<file path="config.mk">
export PLATFORM = sky130hd
export DESIGN_NAME = branch_trace_monitor
export DESIGN_NICKNAME = d
export VERILOG_FILES = /design/src/rtl/branch_trace_monitor.sv
export SDC_FILE = /design/constraint.sdc
export NUM_CORES = 1
export LEC_CHECK = 0
export ABC_AREA = 0
export BUFFER_PORTS_ARGS = -buffer_cell sky130_fd_sc_hd__buf_2
export CAP_MARGIN = 20
export CELL_PAD_IN_SITES_DETAIL_PLACEMENT = 1
export CELL_PAD_IN_SITES_GLOBAL_PLACEMENT = 1
export CORE_MARGIN = 4
export CORE_UTILIZATION = 35
export DETAILED_ROUTE_END_ITERATION = 10
export HOLD_SLACK_MARGIN = 0.15
export MAX_ROUTING_LAYER = met4
export PLACE_DENSITY = 0.55
export SETUP_SLACK_MARGIN = 0.1
export SLEW_MARGIN = 15
export SYNTH_ARGS = -nofsm -noshare
export SYNTH_HDL_FRONTEND = slang
export SYNTH_SLANG_ARGS = --single-unit
</file>
<file path="constraint.sdc">
create_clock -name clock -period 12.2 [get_ports clock]
set_input_delay 2.44 -clock clock [delete_from_list [all_inputs] [get_ports clock]]
set_output_delay 2.44 -clock clock [all_outputs]
set_load 0.05 [all_outputs]
</file>
<file path="src/rtl/branch_trace_monitor.sv">
// branch_trace_monitor: circular retire-trace buffer that arms, waits for a
// branch trigger, captures POST_TRIG more retires, then freezes for read-back.
// Optional feature macro: BRANCH_TRACE_MONITOR_CYCLE_STAMP_EN adds a 32-bit
// free-running cycle stamp per entry, read on rd_stamp.
module branch_trace_monitor #(
    parameter int unsigned DEPTH     = 16,
    parameter int unsigned POST_TRIG = 8,
    parameter int unsigned PC_W      = 64,
    parameter int unsigned TRIG_MODE = 1
) (
    input  logic                     clock,
    input  logic                     reset,
    input  logic                     arm,
    input  logic                     valid,
    input  logic [PC_W-1:0]          pc,
    input  logic [31:0]              instr,
    input  logic                     is_branch,
    input  logic                     taken,
    input  logic                     link,
    input  logic [$clog2(DEPTH)-1:0] rd_idx,
    output logic [PC_W-1:0]          rd_pc,
    output logic [31:0]              rd_instr,
    output logic [2:0]               rd_flags,
    output logic [1:0]               state,
    output logic [$clog2(DEPTH):0]   count,
    output logic [$clog2(DEPTH)-1:0] trig_pos
`ifdef BRANCH_TRACE_MONITOR_CYCLE_STAMP_EN
    ,
    output logic [31:0]              rd_stamp
`endif
);

    localparam int unsigned AW        = $clog2(DEPTH);
    localparam int unsigned CW        = AW + 1;
    localparam int unsigned POST_LAST = (POST_TRIG > 0) ? POST_TRIG - 1 : 0;

    typedef enum logic [1:0] {
        ST_IDLE  = 2'd0,
        ST_ARMED = 2'd1,
        ST_POST  = 2'd2,
        ST_DONE  = 2'd3
    } state_e;

    state_e        state_q, state_d;
    logic [AW-1:0] wr_ptr_q, wr_ptr_d;
    logic [AW-1:0] oldest_q, oldest_d;
    logic [CW-1:0] count_q, count_d;
    logic [AW-1:0] post_cnt_q, post_cnt_d;
    logic [AW-1:0] trig_abs_q, trig_abs_d;
    logic          trig_vld_q, trig_vld_d;
    logic [AW-1:0] trig_pos_q, trig_pos_d;

    logic [PC_W-1:0] rd_pc_q;
    logic [31:0]     rd_instr_q;
    logic [2:0]      rd_flags_q;

    logic [PC_W-1:0] mem_pc    [DEPTH];
    logic [31:0]     mem_instr [DEPTH];
    logic [2:0]      mem_flags [DEPTH];

    logic          trig_match;
    logic          capture;
    logic          trig_hit;
    logic          post_hit;
    logic [AW-1:0] rd_addr;
    logic          rd_hit;

    // Trigger qualifier selected by TRIG_MODE
    generate
        if (TRIG_MODE == 0) begin : g_trig_any
            assign trig_match = is_branch;
        end else if (TRIG_MODE == 2) begin : g_trig_link
            assign trig_match = is_branch & taken & link;
        end else begin : g_trig_taken
            assign trig_match = is_branch & taken;
        end
    endgenerate

    // FSM state register
    always_ff @(posedge clock) begin
        if (reset) begin
            state_q <= ST_IDLE;
        end else begin
            state_q <= state_d;
        end
    end

    // FSM next state; arm restarts from any state
    always_comb begin
        state_d = state_q;
        if (arm) begin
            state_d = ST_ARMED;
        end else begin
            case (state_q)
                ST_ARMED: if (trig_hit) state_d = (POST_TRIG == 0) ? ST_DONE : ST_POST;
                ST_POST:  if (post_hit) state_d = ST_DONE;
                default:  state_d = state_q;
            endcase
        end
    end

    // FSM outputs: capture strobe, trigger hit, last post-trigger write
    always_comb begin
        capture  = 1'b0;
        trig_hit = 1'b0;
        post_hit = 1'b0;
        if (!arm && valid) begin
            case (state_q)
                ST_ARMED: begin
                    capture  = 1'b1;
                    trig_hit = trig_match;
                end
                ST_POST: begin
                    capture  = 1'b1;
                    post_hit = (post_cnt_q == AW'(POST_LAST));
                end
                default: ;
            endcase
        end
    end

    // Pointer, count and trigger bookkeeping
    always_comb begin
        wr_ptr_d   = wr_ptr_q;
        oldest_d   = oldest_q;
        count_d    = count_q;
        post_cnt_d = post_cnt_q;
        trig_abs_d = trig_abs_q;
        trig_vld_d = trig_vld_q;
        if (arm) begin
            wr_ptr_d   = '0;
            oldest_d   = '0;
            count_d    = '0;
            post_cnt_d = '0;
            trig_abs_d = '0;
            trig_vld_d = 1'b0;
        end else if (capture) begin
            wr_ptr_d = wr_ptr_q + AW'(1);
            if (count_q == CW'(DEPTH)) begin
                oldest_d = oldest_q + AW'(1);
            end else begin
                count_d = count_q + CW'(1);
            end
            if (trig_hit) begin
                trig_abs_d = wr_ptr_q;
                trig_vld_d = 1'b1;
                post_cnt_d = '0;
            end else if (state_q == ST_POST) begin
                post_cnt_d = post_cnt_q + AW'(1);
            end
        end
        trig_pos_d = trig_vld_d ? (trig_abs_d - oldest_d) : '0;
    end

    // Bookkeeping registers
    always_ff @(posedge clock) begin
        if (reset) begin
            wr_ptr_q   <= '0;
            oldest_q   <= '0;
            count_q    <= '0;
            post_cnt_q <= '0;
            trig_abs_q <= '0;
            trig_vld_q <= 1'b0;
            trig_pos_q <= '0;
        end else begin
            wr_ptr_q   <= wr_ptr_d;
            oldest_q   <= oldest_d;
            count_q    <= count_d;
            post_cnt_q <= post_cnt_d;
            trig_abs_q <= trig_abs_d;
            trig_vld_q <= trig_vld_d;
            trig_pos_q <= trig_pos_d;
        end
    end

    // Trace storage write; contents are left as-is on reset
    always_ff @(posedge clock) begin
        if (capture && !reset) begin
            mem_pc[wr_ptr_q]    <= pc;
            mem_instr[wr_ptr_q] <= instr;
            mem_flags[wr_ptr_q] <= {is_branch, taken, link};
        end
    end

    assign rd_addr = oldest_q + rd_idx;
    assign rd_hit  = (CW'(rd_idx) < count_q);

    // Registered read relative to the oldest entry; out-of-range reads return zero
    always_ff @(posedge clock) begin
        if (reset || !rd_hit) begin
            rd_pc_q    <= '0;
            rd_instr_q <= '0;
            rd_flags_q <= '0;
        end else begin
            rd_pc_q    <= mem_pc[rd_addr];
            rd_instr_q <= mem_instr[rd_addr];
            rd_flags_q <= mem_flags[rd_addr];
        end
    end

`ifdef BRANCH_TRACE_MONITOR_CYCLE_STAMP_EN
    logic [31:0] cyc_q;
    logic [31:0] mem_stamp [DEPTH];
    logic [31:0] rd_stamp_q;

    // Free-running cycle counter
    always_ff @(posedge clock) begin
        if (reset) begin
            cyc_q <= '0;
        end else begin
            cyc_q <= cyc_q + 32'd1;
        end
    end

    // Stamp storage alongside each captured entry
    always_ff @(posedge clock) begin
        if (capture && !reset) begin
            mem_stamp[wr_ptr_q] <= cyc_q;
        end
    end

    // Stamp read with the same latency as the other read data
    always_ff @(posedge clock) begin
        if (reset || !rd_hit) begin
            rd_stamp_q <= '0;
        end else begin
            rd_stamp_q <= mem_stamp[rd_addr];
        end
    end

    assign rd_stamp = rd_stamp_q;
`endif

    assign state    = state_q;
    assign count    = count_q;
    assign trig_pos = trig_pos_q;
    assign rd_pc    = rd_pc_q;
    assign rd_instr = rd_instr_q;
    assign rd_flags = rd_flags_q;

endmodule

</file>
==> results.toml <==
[status]
status = "complete, no violations"

[synthesis]
synthCells = 2831
synth_xor_area_share_pct = 0.204
synth_flop_cell = "edfxtp_1"
synthMuxAreaShare_pct = 15.6
ys_types = 40
synth-simple-area-share_pct = 1.66
synth_top_family_by_area = "multiplexers"
synth-edff-count = 1584
yosys_warnings = 0
synth_nets = 2959
synthAdderAreaFrac_pct = 0.435
synth_compound_area_share_pct = 2.52
ys_ff_latch = 1711
async_flop_share_pct = 0
synth.cell_area_mm2 = 0.0639
avgSynthCellArea_um2 = 22.6
ys_seq_area_share_pct = 78.4

[global_routing]
grt_usage_pct = 17.3
globalRouteOverflowTotal = 0
grt_pass1_wl_um = 233000
grt_start_max_net_pins = 141
grt_antenna_before_repair = 41
first_global_vias = 32700

[route]
drtPass1Iterations = 5
final_antenna_net_count = 0
drc = 0
wire_per_inst_um = 28.2
totalWireLength_um = 160000
drtIter0Drc = 2306
vias_per_cell = 5.24
vias = 29700

[floorplan]
fp.coreArea_mm2 = 0.181
rows = 156
ios = 217
die_area_mm2 = 0.190
die_y_um = 435
die_w_um = 435
start_util_pct = 35.3

[setup_path]
cp_slowest_cell = "buf_4"
crit_type = "in -> reg"
cp_num_buf_inv = 3
crit_arrival_ns = 6.24
startpoint_type = "input port"
cp_top_family = "simple AND/OR/NAND/NOR gates"
worst_ep_required_time_ns = 12.63
end_kind = "flip-flop"
path_max_fanout = 40
worst_path_largest_cell_delay_ns = 0.80
crit_chain = "buf_2 > or3b_2 > nor4b_1 > and2_4 > buf_4 > buf_4"
crit_top_cell = "buf_4"

[finish]
syn_to_final_growth_pct = 16.0
drive_gt1_share_pct = 29.2
n_fill_cell = 16900
final_nets = 3259
stdcell_area_mm2 = 0.0741

[timing]
worst_pin_slew_ns = 1.09
fmax_mhz = 172
max_slew_margin_pct = 27.4
finalSetupViolations = 0
rsz0062_at_grt = "false"
fin_setup_tns_ns = 0
min_period_ns = 5.81
fin_crit_sh_pct = 47.6
drv_slew = 0
hold_viol_final = 0
fin_skew_ns = 0.0578

[placed_design]
place_congestion = 0.730
dpl.hpwl_um = 81100
place_area_mm2 = 0.0679
portBuffers = 216

[clock_tree]
tritoncts = "done"
ctsResizeCount = 0
postCtsSetupRepairBufs = 0
cts-root-buf = "clkbuf_16"
cts_buffer_depth = 3
cts_max_level = 4
clock_latency_ns = 0.84
clkTransAtPathRegs_ns = 0.06
postCtsHoldBufs = 0
clock_sinks = 1711
cts_buffers = 184

[power_and_ir_drop]
p_leak_nw = 23.6
p_per_area_mw_per_mm2 = 169
clkPwrFrac_pct = 44.5
p_int_mw = 9.88
combinationalPowerShare_pct = 4.1
swShare_pct = 21.1
p_total_mw = 12.5
switchingPower_mw = 2.64
ir_drop_mv = 0.107
power_frac_seq_pct = 51.4

[flow_run]
drv_cap = 0

[hold_path]
hold_path_class = "reg -> reg"
synthesized netlist by cell type (9+ instances only):
| master | number | area share (%) |
|---|---|---|
| a21oi_1 | 11 | 0.086 |
| ha_1 | 19 | 0.37 |
| mux2i_1 | 105 | 1.6 |
| and2_1 | 9 | 0.088 |
| a211oi_1 | 199 | 2.3 |
| buf_2 | 47 | 0.37 |
| nand2_1 | 12 | 0.070 |
| dfxtp_1 | 127 | 4.0 |
| inv_1 | 18 | 0.11 |
| edfxtp_1 | 1584 | 74 |
| nor3_1 | 9 | 0.070 |
| mux4_2 | 396 | 14 |
| buf_1 | 15 | 0.088 |
| clkbuf_1 | 89 | 0.52 |
| nor2_1 | 28 | 0.16 |
| nor2b_1 | 102 | 1.0 |
logic make-up (layout without fill, tap and decap cells):
family	Yosys count	count (layout)
AO/OA/AOI/OAI	221	221
adder cells (fa/ha/maj)	21	21
multiplexers	502	502
XOR/XNOR	14	14
other	0	16
flip-flops	1711	1711
AND/OR/NAND/NOR	186	186
buffers and inverters	176	633
metal layers:
layer / up-vias / GRT usage [%] / routed length (um)
met2: 672 / 28.6 / 80400
met4: 0 / 4.84 / 3980
met3: 278 / 3.30 / 7230
li1: 12600 / - / -
met5: - / - / 0
met1: 16200 / 21.9 / 68100
layout by cell type, fill, tap and decap left out, types with 2 or more instances in the layout:
master,n
a211oi_1,199
a21o_1,3
a21oi_1,11
and2_4,8
buf_12,10
buf_2,216
buf_4,45
bufinv_16,16
clkbuf_1,50
clkbuf_16,185
clkbuf_8,19
clkinv_1,29
clkinv_16,6
clkinv_2,24
clkinv_4,2
clkinvlp_4,4
dfxtp_1,127
diode_2,16
edfxtp_1,1584
ha_1,18
inv_1,18
inv_16,3
inv_6,4
mux2i_1,105
mux4_2,396
nand2_1,12
nand2b_1,3
nand3_1,4
nand4_1,4
nor2_1,24
nor2_4,4
nor2b_1,102
nor3_1,5
nor3_2,4
o21ai_0,6
or2_2,5
xnor2_1,6
xor2_1,6
final cells by class:
type | instances | area (um^2) | area share, %
Clock buffer | 254 | 5080 | 6.85
Timing Repair Buffer | 272 | 1650 | 2.22
Sequential cell | 1711 | 50100 | 67.6
Clock inverter | 89 | 1050 | 1.41
Antenna cell | 16 | 40.0 | 0.0540
Inverter | 18 | 67.6 | 0.0911
Tap cell | 2370 | 2970 | 4.00
Multi-Input combinational cell | 944 | 13200 | 17.8
through the flow:
stage	instances	utilization (%)	hold slack (ns)	worst slack [ns]
detailed placement	5314	37.5	0.508	5.39
global route	5674	40.9	0.568	6.22
floorplan	2831	-	0.464	1.37
CTS	5657	40.9	0.515	6.27
finish	5674	40.9	0.513	6.39
global placement	5314	37.5	0.476	5.38
path summary, 6_finish.rpt:
check / slack, ns / end / from / cells past startpoint
min reg2reg: 0.51 / post_cnt_q[1]$_SDFFE_PP0P_ / post_cnt_q[1]$_SDFFE_PP0P_ / 2
min: 0.51 / post_cnt_q[1]$_SDFFE_PP0P_ / post_cnt_q[1]$_SDFFE_PP0P_ / 2
max: 6.39 / mem_instr[10][31]$_DFFE_PP_ / arm / 6
max reg2reg: 7.51 / mem_instr[10][31]$_DFFE_PP_ / state[0]$_SDFFE_PP0P_ / 7
power groups by stage:
| stage | registers (mW) | clock network, mW | logic, mW |
|---|---|---|---|
| floorplan | 6.61 | 0 | 0.273 |
| global placement | 6.56 | 0 | 0.505 |
| detailed placement | 6.56 | 0 | 0.520 |
| CTS | 6.44 | 5.74 | 0.521 |
| global route | 6.43 | 6.00 | 0.552 |
| finish | 6.43 | 5.57 | 0.508 |
sequential cells by signal, summed over array words and instances (netlist names):
signal / cells
count: 5
mem_flags: 48
mem_instr: 512
mem_pc: 1024
oldest_q: 4
post_cnt_q: 4
rd_flags: 3
rd_instr: 32
rd_pc: 64
state: 2
trig_abs_q: 4
trig_pos: 4
trig_vld_q: 1
wr_ptr_q: 4
worst register-to-register path, stage by stage, from the launching register on:
cell and delay (ns):
dfxtp_1 0.39, inv_1 0.07, ha_1 0.30, or3b_2 0.61, nor4b_1 0.66, and2_4 0.64, buf_4 0.79, buf_4 0.83
Power figures use the tool's default switching activity.
